==> src/rtl/game_2048_pkg.sv <==
// Shared types and constants for the 2048 game datapath.
package game_2048_pkg;

  localparam int TILE_W  = 12;
  localparam int BOARD_N = 4;

  typedef logic [TILE_W-1:0] tile_t;
  typedef tile_t [BOARD_N-1:0][BOARD_N-1:0] board_t;

  localparam tile_t TILE_EMPTY = 12'd0;
  localparam tile_t TILE_TWO   = 12'd2;
  localparam tile_t TILE_FOUR  = 12'd4;

  // Tile spawner control states.
  typedef enum logic [1:0] {
    IDLE  = 2'd0,
    SCAN  = 2'd1,
    WRITE = 2'd2,
    FULL  = 2'd3
  } spawn_state_e;

  // One step of the 16-bit Galois LFSR (right shift, taps 16'hB400).
  function automatic logic [15:0] lfsr16_step(input logic [15:0] s);
    lfsr16_step = {1'b0, s[15:1]} ^ (s[0] ? 16'hB400 : 16'h0000);
  endfunction

endpackage

==> src/rtl/lfsr16.sv <==
// Free-running 16-bit Galois LFSR; a nonzero seed keeps it off the all-zero lock-up state.
module lfsr16
  import game_2048_pkg::*;
#(
  parameter logic [15:0] SEED = 16'hACE1
) (
  input  logic        clk,
  input  logic        rst_n,
  output logic [15:0] state
);

  logic [15:0] state_q;
  logic [15:0] state_d;

  // Advance the sequence by one step every cycle.
  always_comb begin
    state_d = lfsr16_step(state_q);
  end

  // State register, reloaded with the seed on reset.
  always_ff @(posedge clk or negedge rst_n) begin
    if (!rst_n) state_q <= SEED;
    else        state_q <= state_d;
  end

  assign state = state_q;

endmodule

==> src/rtl/tile_spawner.sv <==
// Places one new 2 or 4 tile into a pseudo-randomly chosen empty cell of the board,
// scanning one cell per cycle from a random start, or reports that the board is full.
module tile_spawner
  import game_2048_pkg::*;
#(
  parameter logic [15:0] SEED        = 16'hACE1,
  parameter int unsigned FOUR_THRESH = 2
) (
  input  logic        clk,
  input  logic        rst_n,
  input  logic        spawn_req,
  input  board_t      matrix,
  output logic        busy,
  output logic        wr_en,
  output logic [1:0]  wr_row,
  output logic [1:0]  wr_col,
  output tile_t       wr_data,
  output logic        done,
  output logic        full
);

  localparam logic [4:0] FOUR_THRESH_W = 5'(FOUR_THRESH);

  logic [15:0]  lfsr_state;
  logic         unused_lfsr_bits;

  spawn_state_e state_q, state_d;
  logic [3:0]   start_q, start_d;
  logic [3:0]   sel_q, sel_d;
  logic [3:0]   cnt_q, cnt_d;
  logic         busy_q, busy_d;
  logic         wr_en_q, wr_en_d;
  logic [1:0]   wr_row_q, wr_row_d;
  logic [1:0]   wr_col_q, wr_col_d;
  tile_t        wr_data_q, wr_data_d;
  logic         done_q, done_d;
  logic         full_q, full_d;

  logic [3:0]   idx;
  logic         cell_empty;

  lfsr16 #(.SEED(SEED)) u_lfsr (
    .clk   (clk),
    .rst_n (rst_n),
    .state (lfsr_state)
  );

  assign unused_lfsr_bits = ^{lfsr_state[15:12], lfsr_state[7:4]};

  // Cell under examination this cycle; the 4-bit add wraps around the board.
  always_comb begin
    idx        = start_q + cnt_q;
    cell_empty = (matrix[idx[3:2]][idx[1:0]] == TILE_EMPTY);
  end

  // Next-state and registered-output logic for the scan/write sequence.
  always_comb begin
    state_d   = state_q;
    start_d   = start_q;
    sel_d     = sel_q;
    cnt_d     = cnt_q;
    busy_d    = busy_q;
    wr_en_d   = 1'b0;
    wr_row_d  = wr_row_q;
    wr_col_d  = wr_col_q;
    wr_data_d = wr_data_q;
    done_d    = 1'b0;
    full_d    = 1'b0;

    case (state_q)
      IDLE: begin
        if (spawn_req) begin
          start_d = lfsr_state[3:0];
          sel_d   = lfsr_state[11:8];
          cnt_d   = 4'd0;
          busy_d  = 1'b1;
          state_d = SCAN;
        end
      end
      SCAN: begin
        if (cell_empty) begin
          wr_row_d  = idx[3:2];
          wr_col_d  = idx[1:0];
          wr_data_d = ({1'b0, sel_q} < FOUR_THRESH_W) ? TILE_FOUR : TILE_TWO;
          wr_en_d   = 1'b1;
          done_d    = 1'b1;
          state_d   = WRITE;
        end else if (cnt_q == 4'd15) begin
          done_d  = 1'b1;
          full_d  = 1'b1;
          state_d = FULL;
        end else begin
          cnt_d = cnt_q + 4'd1;
        end
      end
      WRITE, FULL: begin
        busy_d  = 1'b0;
        state_d = IDLE;
      end
      default: begin
        busy_d  = 1'b0;
        state_d = IDLE;
      end
    endcase
  end

  // State and output registers; reset abandons any scan without writing.
  always_ff @(posedge clk or negedge rst_n) begin
    if (!rst_n) begin
      state_q   <= IDLE;
      start_q   <= 4'd0;
      sel_q     <= 4'd0;
      cnt_q     <= 4'd0;
      busy_q    <= 1'b0;
      wr_en_q   <= 1'b0;
      wr_row_q  <= 2'd0;
      wr_col_q  <= 2'd0;
      wr_data_q <= TILE_EMPTY;
      done_q    <= 1'b0;
      full_q    <= 1'b0;
    end else begin
      state_q   <= state_d;
      start_q   <= start_d;
      sel_q     <= sel_d;
      cnt_q     <= cnt_d;
      busy_q    <= busy_d;
      wr_en_q   <= wr_en_d;
      wr_row_q  <= wr_row_d;
      wr_col_q  <= wr_col_d;
      wr_data_q <= wr_data_d;
      done_q    <= done_d;
      full_q    <= full_d;
    end
  end

  assign busy    = busy_q;
  assign wr_en   = wr_en_q;
  assign wr_row  = wr_row_q;
  assign wr_col  = wr_col_q;
  assign wr_data = wr_data_q;
  assign done    = done_q;
  assign full    = full_q;

endmodule

==> config.mk <==
export PLATFORM = sky130hd
export DESIGN_NAME = tile_spawner
export DESIGN_NICKNAME = d
export VERILOG_FILES = /design/src/rtl/game_2048_pkg.sv /design/src/rtl/lfsr16.sv /design/src/rtl/tile_spawner.sv
export SDC_FILE = /design/constraint.sdc
export NUM_CORES = 1
export LEC_CHECK = 0
export ABC_AREA = 1
export CAP_MARGIN = 20
export CORE_MARGIN = 5
export CORE_UTILIZATION = 36
export DETAILED_ROUTE_END_ITERATION = 8
export PLACE_DENSITY = 0.95
export SLEW_MARGIN = 20
export SYNTH_ARGS = -nofsm -noshare
export SYNTH_HDL_FRONTEND = slang
export SYNTH_SLANG_ARGS = --single-unit
==> constraint.sdc <==
create_clock -name clk -period 4.3 [get_ports clk]
set_input_delay 0.86 -clock clk [delete_from_list [all_inputs] [get_ports clk]]
set_output_delay 0.86 -clock clk [all_outputs]
set_load 0.005 [all_outputs]
==> flow_summary_export.csv, run 1 <==
group,metric,value,unit
run_status,status,"finished, final reports clean",
sta,report.final.slew_viol_count,0,
sta,post-route-period-util,61.3,%
clock_tree,tritoncts,"done",
detailed_routing,vias,3261,
clock_tree,htreeDepth,2,
yosys,synth_cell_types,26,
power,vdd_drop_max,0.000224,V
finish,area_growth,84.3,%
yosys,netlist_instances,392,
clock_tree,clk_pin_slew_worst_paths,0.07,ns
placement,dp_hpwl,9.18,mm
clock_tree,cts_root_buffer,"clkbuf_8",
die,dieArea,9090,µm²
yosys,yosysSeqAreaShare,37.6,%
placement,dp_cells,691,
yosys,synth_seq_cells,39,
die,die_x,95.4,µm
yosys,synth_compound_area_share,2.91,%
sta,fin_tns_setup,0,ns
setup_path,crit_path_max_fanout,18,
yosys,syn_avg_cell_area,6.69,µm²
placement,io_buffers,204,
sta,holdWs,0.349,ns
detailed_routing,wire_per_inst,15.1,µm
setup_path,end_kind,"register",
clock_tree,cts-hold-fix-buffers,0,
yosys,synth_top_family_by_area,"simple AND/OR/NAND/NOR gates",
sta,slew_headroom,65.9,%
detailed_routing,drtIter0Drc,125,
die,start_util,36.5,%
clock_tree,cts.repair.resized,0,
finish,ff_latch_area,986,µm²
sta,worst_pin_slew,0.510,ns
sta,setup_viol_count_final,0,
sta,hold_viol_final,0,
setup_path,critPathLaunchType,"register",
clock_tree,insertion_delay,0.28,ns
clock_tree,numCtsBuffers,5,
finish,fillCellCount,584,
placement,place.gp.congestion,0.923,
hold_path,min_path_type,"reg2reg",
finish,mostFrequentLayoutCells,"204 x clkdlybuf4s50_1, 116 x nor2_1, 108 x nand2_1, 35 x nand3_1",
sta,rsz0062_at_grt,"no",
clock_tree,clockBufferDepth,2,
detailed_routing,dr.pass1.iters,5,
die,core.rowCount,31,
yosys,synth-simple-area-share,43.8,%
setup_path,worstSetupPathType,"reg2reg",
finish,fin_nets,799,
finish,layout_commonest_cell,"clkdlybuf4s50_1",
power,power.density,292,nW/µm²
job,maxCapViolCount,0,
power,total_leakage_power,2.22,nW
clock_tree,cts_setup_buffers,0,
finish,multi_input_area,1430,µm²
detailed_routing,drc,0,
sta,timing.fmax,379,MHz
detailed_routing,ant_nets,0,
sta,setup_ws,1.66,ns
setup_path,arrival,2.80,ns
setup_path,cp.required,4.47,ns
grt,grt_util_all_layers,22.3,%
grt,grt_overflow,0,
power,power,1.41,mW
grt,antenna_found_initial,1,
grt,grt_max_degree,40,
finish,drive_gt1_share,6.67,%
sta,period_needed,2.64,ns
yosys,yosys.area_share.adder,2.67,%
yosys,synthMuxAreaShare,2.58,%
die,die_h,95.4,µm
grt,grt_pass1_vias,3154,
placement,dp_slack,1.68,ns
grt,grt_first_pass_wirelength,15.4,mm
die,io_pins,215,
yosys,syn-cell-area,2620,µm²
finish,instances_no_fill,700,
clock_tree,cts_sinks,39,
finish,postLayoutCoreUtil,67.4,%
placement,placed_area,4710,µm²
detailed_routing,wirelength,10.5,mm
yosys,yosysWarnings,0,
detailed_routing,vias_per_cell,4.66,
finish,stdcell_area,4830,µm²
die,core-area,7180,µm²
yosys,synth-xor-area-share,1.34,%
sta,fin_skew,0.00424,ns
[sequential cells by signal, summed over array words and instances (netlist names)]
signal,cells
wr_en,1
u_lfsr.state,16
done,1
state_q,2
wr_col,2
cnt_q,4
start_q,4
full,1
wr_data,2
sel_q,3
busy,1
wr_row,2
[where the power goes]
part,switching (mW),internal (mW)
Clock,0.116,0.187
Combinational,0.313,0.327
Sequential,0.0447,0.423
[worst max-delay path: stages (launching register included)]
cell     delay [ns]
dfrtp_1        0.44
ha_1           0.24
fa_1           0.42
inv_1          0.10
nand2_1        0.07
nand2_2        0.30
nand3_1        0.14
nand2_1        0.10
nand3_1        0.08
nand3_1        0.11
nand3_2        0.10
nand2_2        0.10
nand2_4        0.13
nand2_1        0.12
o21ai_2        0.06
[worst paths after layout]
check | start | to | slack [ns] | cells after the start
setup / recovery | cnt_q[0]$_DFFE_PN0P_ | wr_data[1]$_DFFE_PN0P_ | 1.66 | 14
hold / removal | u_lfsr.state[4]$_DFF_PN0_ | u_lfsr.state[3]$_DFF_PN0_ | 0.35 | 0
setup reg to reg | cnt_q[0]$_DFFE_PN0P_ | wr_data[1]$_DFFE_PN0P_ | 1.66 | 14
hold reg to reg | u_lfsr.state[4]$_DFF_PN0_ | u_lfsr.state[3]$_DFF_PN0_ | 0.35 | 0
max in group asynchronous | rst_n | u_lfsr.state[0]$_DFF_PN1_ | 2.96 | 2
min in group asynchronous | rst_n | u_lfsr.state[8]$_DFF_PN0_ | 1.00 | 2
[synth_stat cells, drive strengths merged]
| library cell | instances | area [µm²] |
|---|---|---|
| inv | 32 | 120 |
| xor2 | 4 | 35.0 |
| o21ai | 9 | 56.3 |
| or2 | 4 | 25.0 |
| nor3 | 1 | 5.00 |
| mux2 | 6 | 67.6 |
| a21oi | 4 | 20.0 |
| clkbuf | 1 | 3.75 |
| nor2 | 116 | 435 |
| conb | 1 | 3.75 |
| fa | 1 | 20.0 |
| ha | 4 | 50.1 |
| dfrtp | 31 | 776 |
| dfstp | 8 | 210 |
| nand3 | 36 | 185 |
| buf | 13 | 113 |
| nand2 | 116 | 465 |
| nand4 | 5 | 31.3 |
[routing by layer]
metal,track usage [%],wire (µm),vias to the layer above
met3,6.39,1010,34
met2,40.5,5340,153
met5,0,0,-
met1,23.9,3780,1467
li1,-,-,1607
met4,9.98,413,0
[area by class of cell]
cell class / count / area share (%)
timing repair buffer: 205 / 42.4
inverter: 32 / 2.49
sequential: 39 / 20.4
clock inverter: 2 / 0.725
antenna: 1 / 0.0518
clock buffer: 6 / 1.71
tap: 99 / 2.56
multi-input combinational: 316 / 29.7
[cells by family after synthesis]
| kind of cell | count (synthesis) |
|---|---|
| multiplexers | 6 |
| other | 1 |
| buffers and inverters | 46 |
| XOR/XNOR | 4 |
| AND/OR/NAND/NOR | 278 |
| AO/OA/AOI/OAI | 13 |
| flip-flops | 39 |
| adder cells (fa/ha/maj) | 5 |
Note: power is estimated with default switching activity, not from simulation.
==> run 2: changes to the inputs <==
Settings changed: CORE_UTILIZATION 36 to 33, PLACE_DENSITY 0.95 to 0.89.
Clock period 4.3 ns to 2.6 ns, I/O delays scaled along.
==> run 2 against run 1 <==
First-iteration DRC count grew 77%. Clock skew rose by 0.00082 ns. Sequential share of layout area shrank 0.11 points. Register-to-register slack lost 1.5 ns. Largest cell class unchanged. Sequential power is 63% higher. Critical path depth rose by 1. Non-clock buffer count is 3 higher. Combinational power is 68% higher. Hold slack better by 0.0077 ns.
==> flow_summary_export.csv, run 2 (synthesis gave the netlist of run 1 again) <==
group,metric,value,unit
clock_tree,insertion_delay,0.29,ns
detailed_routing,vias,3208,
sta,hold_viol_final,0,
die,die_h,99.1,µm
sta,period_needed,2.41,ns
clock_tree,numCtsBuffers,5,
setup_path,r2r_cells,15,
power,vdd_drop_max,0.000302,V
finish,area_growth,85.3,%
detailed_routing,wire_per_inst,15.1,µm
placement,io_buffers,204,
sta,setup_ws,0.190,ns
grt,grt_overflow,0,
finish,fillCellCount,673,
finish,n_antenna_cell,0,
setup_path,reg2reg_to,"wr_data[2]$_DFFE_PN0P_",
detailed_routing,drtIter0Drc,221,
grt,antenna_found_initial,0,
placement,dp_slack,0.0699,ns
setup_path,cp.required,2.83,ns
setup_path,reg2reg_from,"start_q[0]$_DFFE_PN0P_",
setup_path,crit_path_max_fanout,18,
power,intPower,1.45,mW
setup_path,arrival,2.64,ns
detailed_routing,vias_per_cell,4.54,
die,core.rowCount,32,
finish,layout_commonest_cell,"clkdlybuf4s50_1",
grt,grt_max_degree,40,
die,io_pins,215,
power,p_clk_share,17.4,%
sta,report.final.slew_viol_count,0,
die,core-area,7730,µm²
detailed_routing,drc,0,
power,seqPwrFrac,34.2,%
grt,grt_util_all_layers,20.9,%
power,p_sw_share,35.3,%
die,die_x,99.1,µm
hold_path,min_path_type,"reg2reg",
run_status,status,"finished, final reports clean",
clock_tree,cts-hold-fix-buffers,0,
die,dieArea,9830,µm²
power,power.density,460,nW/µm²
sta,fin_tns_setup,0,ns
clock_tree,cts_sinks,39,
grt,grt_pass1_vias,3253,
hold_path,hold_end,"u_lfsr.state[3]$_DFF_PN0_",
finish,largest_reg_flops,16,
setup_path,critPathLaunchType,"register",
clock_tree,clk_pin_slew_worst_paths,0.07,ns
clock_tree,clockBufferDepth,2,
sta,fin_skew,0.00506,ns
hold_path,hold_depth,0,
hold_path,worstHoldStart,"u_lfsr.state[4]$_DFF_PN0_",
detailed_routing,dr.pass1.iters,4,
grt,grt_first_pass_wirelength,16.4,mm
setup_path,end_kind,"register",
setup_path,worstSetupPathType,"reg2reg",
placement,dp_hpwl,9.15,mm
detailed_routing,wirelength,10.7,mm
finish,mostFrequentLayoutCells,"204 x clkdlybuf4s50_1, 116 x nor2_1, 108 x nand2_1, 35 x nand3_1, 31 x dfrtp_1",
clock_tree,htreeDepth,2,
finish,drive_gt1_share,7.44,%
detailed_routing,ant_nets,0,
job,maxCapViolCount,0,
sta,timing.fmax,415,MHz
placement,place.gp.congestion,0.890,
setup_path,reg2reg_setup_slack,0.19,ns
die,start_util,33.9,%
power,power_switching,0.789,mW
sta,post-route-period-util,92.7,%
clock_tree,tritoncts,"done",
sta,setup_viol_count_final,0,
power,total_leakage_power,2.23,nW
clock_tree,cts_root_buffer,"clkbuf_8",
finish,fin_nets,804,
power,pwr-share-comb,48.4,%
power,power,2.24,mW
sta,rsz0062_at_grt,"no",
==> run 2: area by class of cell <==
type	instances	area, µm²	area share [%]
clock buffer	7	76.3	1.57
clock inverter	1	5.00	0.103
inverter	32	120	2.47
multi-input combinational	318	1470	30.3
sequential	39	986	20.3
tap	102	128	2.63
timing repair buffer	208	2070	42.6
==> run 2: what timing repair did <==
item / CTS / global route
setup endpoints to repair: 0 / 13
resized for setup: 0 / 5
hold endpoints to repair: 0 / 0
setup buffers: 0 / 3
==> run 2: metrics by stage <==
stage	hold WS, ns	cells	instance area (µm²)	utilization (%)
floorplan	0.224	401	2660	-
global placement	0.336	694	4720	61.0
detailed placement	0.338	694	4720	61.0
CTS	0.361	702	4800	62.1
global route	0.368	707	4860	62.9
finish	0.357	707	4860	62.9
==> run 2: layer usage <==
layer / vias up / wire [µm] / track usage, % / share of wire (%)
met5: - / 0 / 0 / 0
met4: 0 / 244 / 6.20 / 2.3
met3: 25 / 847 / 5.26 / 7.9
met2: 129 / 5440 / 37.0 / 51
met1: 1431 / 4160 / 24.9 / 39
li1: 1623 / - / - / -
==> run 2: how the worst max path moves through the flow <==
stage | startpoint | endpoint
CTS | cnt_q[0]$_DFFE_PN0P_ | wr_data[2]$_DFFE_PN0P_
finish | start_q[0]$_DFFE_PN0P_ | wr_data[2]$_DFFE_PN0P_
detailed placement | cnt_q[0]$_DFFE_PN0P_ | wr_data[2]$_DFFE_PN0P_
floorplan | cnt_q[0]$_DFFE_PN0P_ | cnt_q[0]$_DFFE_PN0P_
global route | start_q[0]$_DFFE_PN0P_ | wr_data[2]$_DFFE_PN0P_
global placement | cnt_q[0]$_DFFE_PN0P_ | wr_data[1]$_DFFE_PN0P_
==> run 2: critical path, cell delays in order, from the launching register on <==
cell     delay [ns]
dfrtp_1        0.40
ha_1           0.24
fa_2           0.38
nand2_2        0.21
nand2_4        0.13
nand2_1        0.09
nand2_1        0.05
nor2_1         0.12
nand3_1        0.08
nand3_1        0.10
nand3_2        0.09
nand2_2        0.10
nand2_4        0.12
inv_1          0.12
nand2_1        0.06
nand2_1        0.07
==> run 2: power by group through the flow <==
stage | logic, mW | registers, mW | clock network, mW
5_1_grt | 1.21 | 0.781 | 0.426
6_report | 1.08 | 0.765 | 0.389
4_1_cts | 1.05 | 0.771 | 0.400
2_1_floorplan | 0.543 | 0.769 | 0
3_3_place_gp | 1.02 | 0.777 | 0
3_5_place_dp | 1.04 | 0.780 | 0
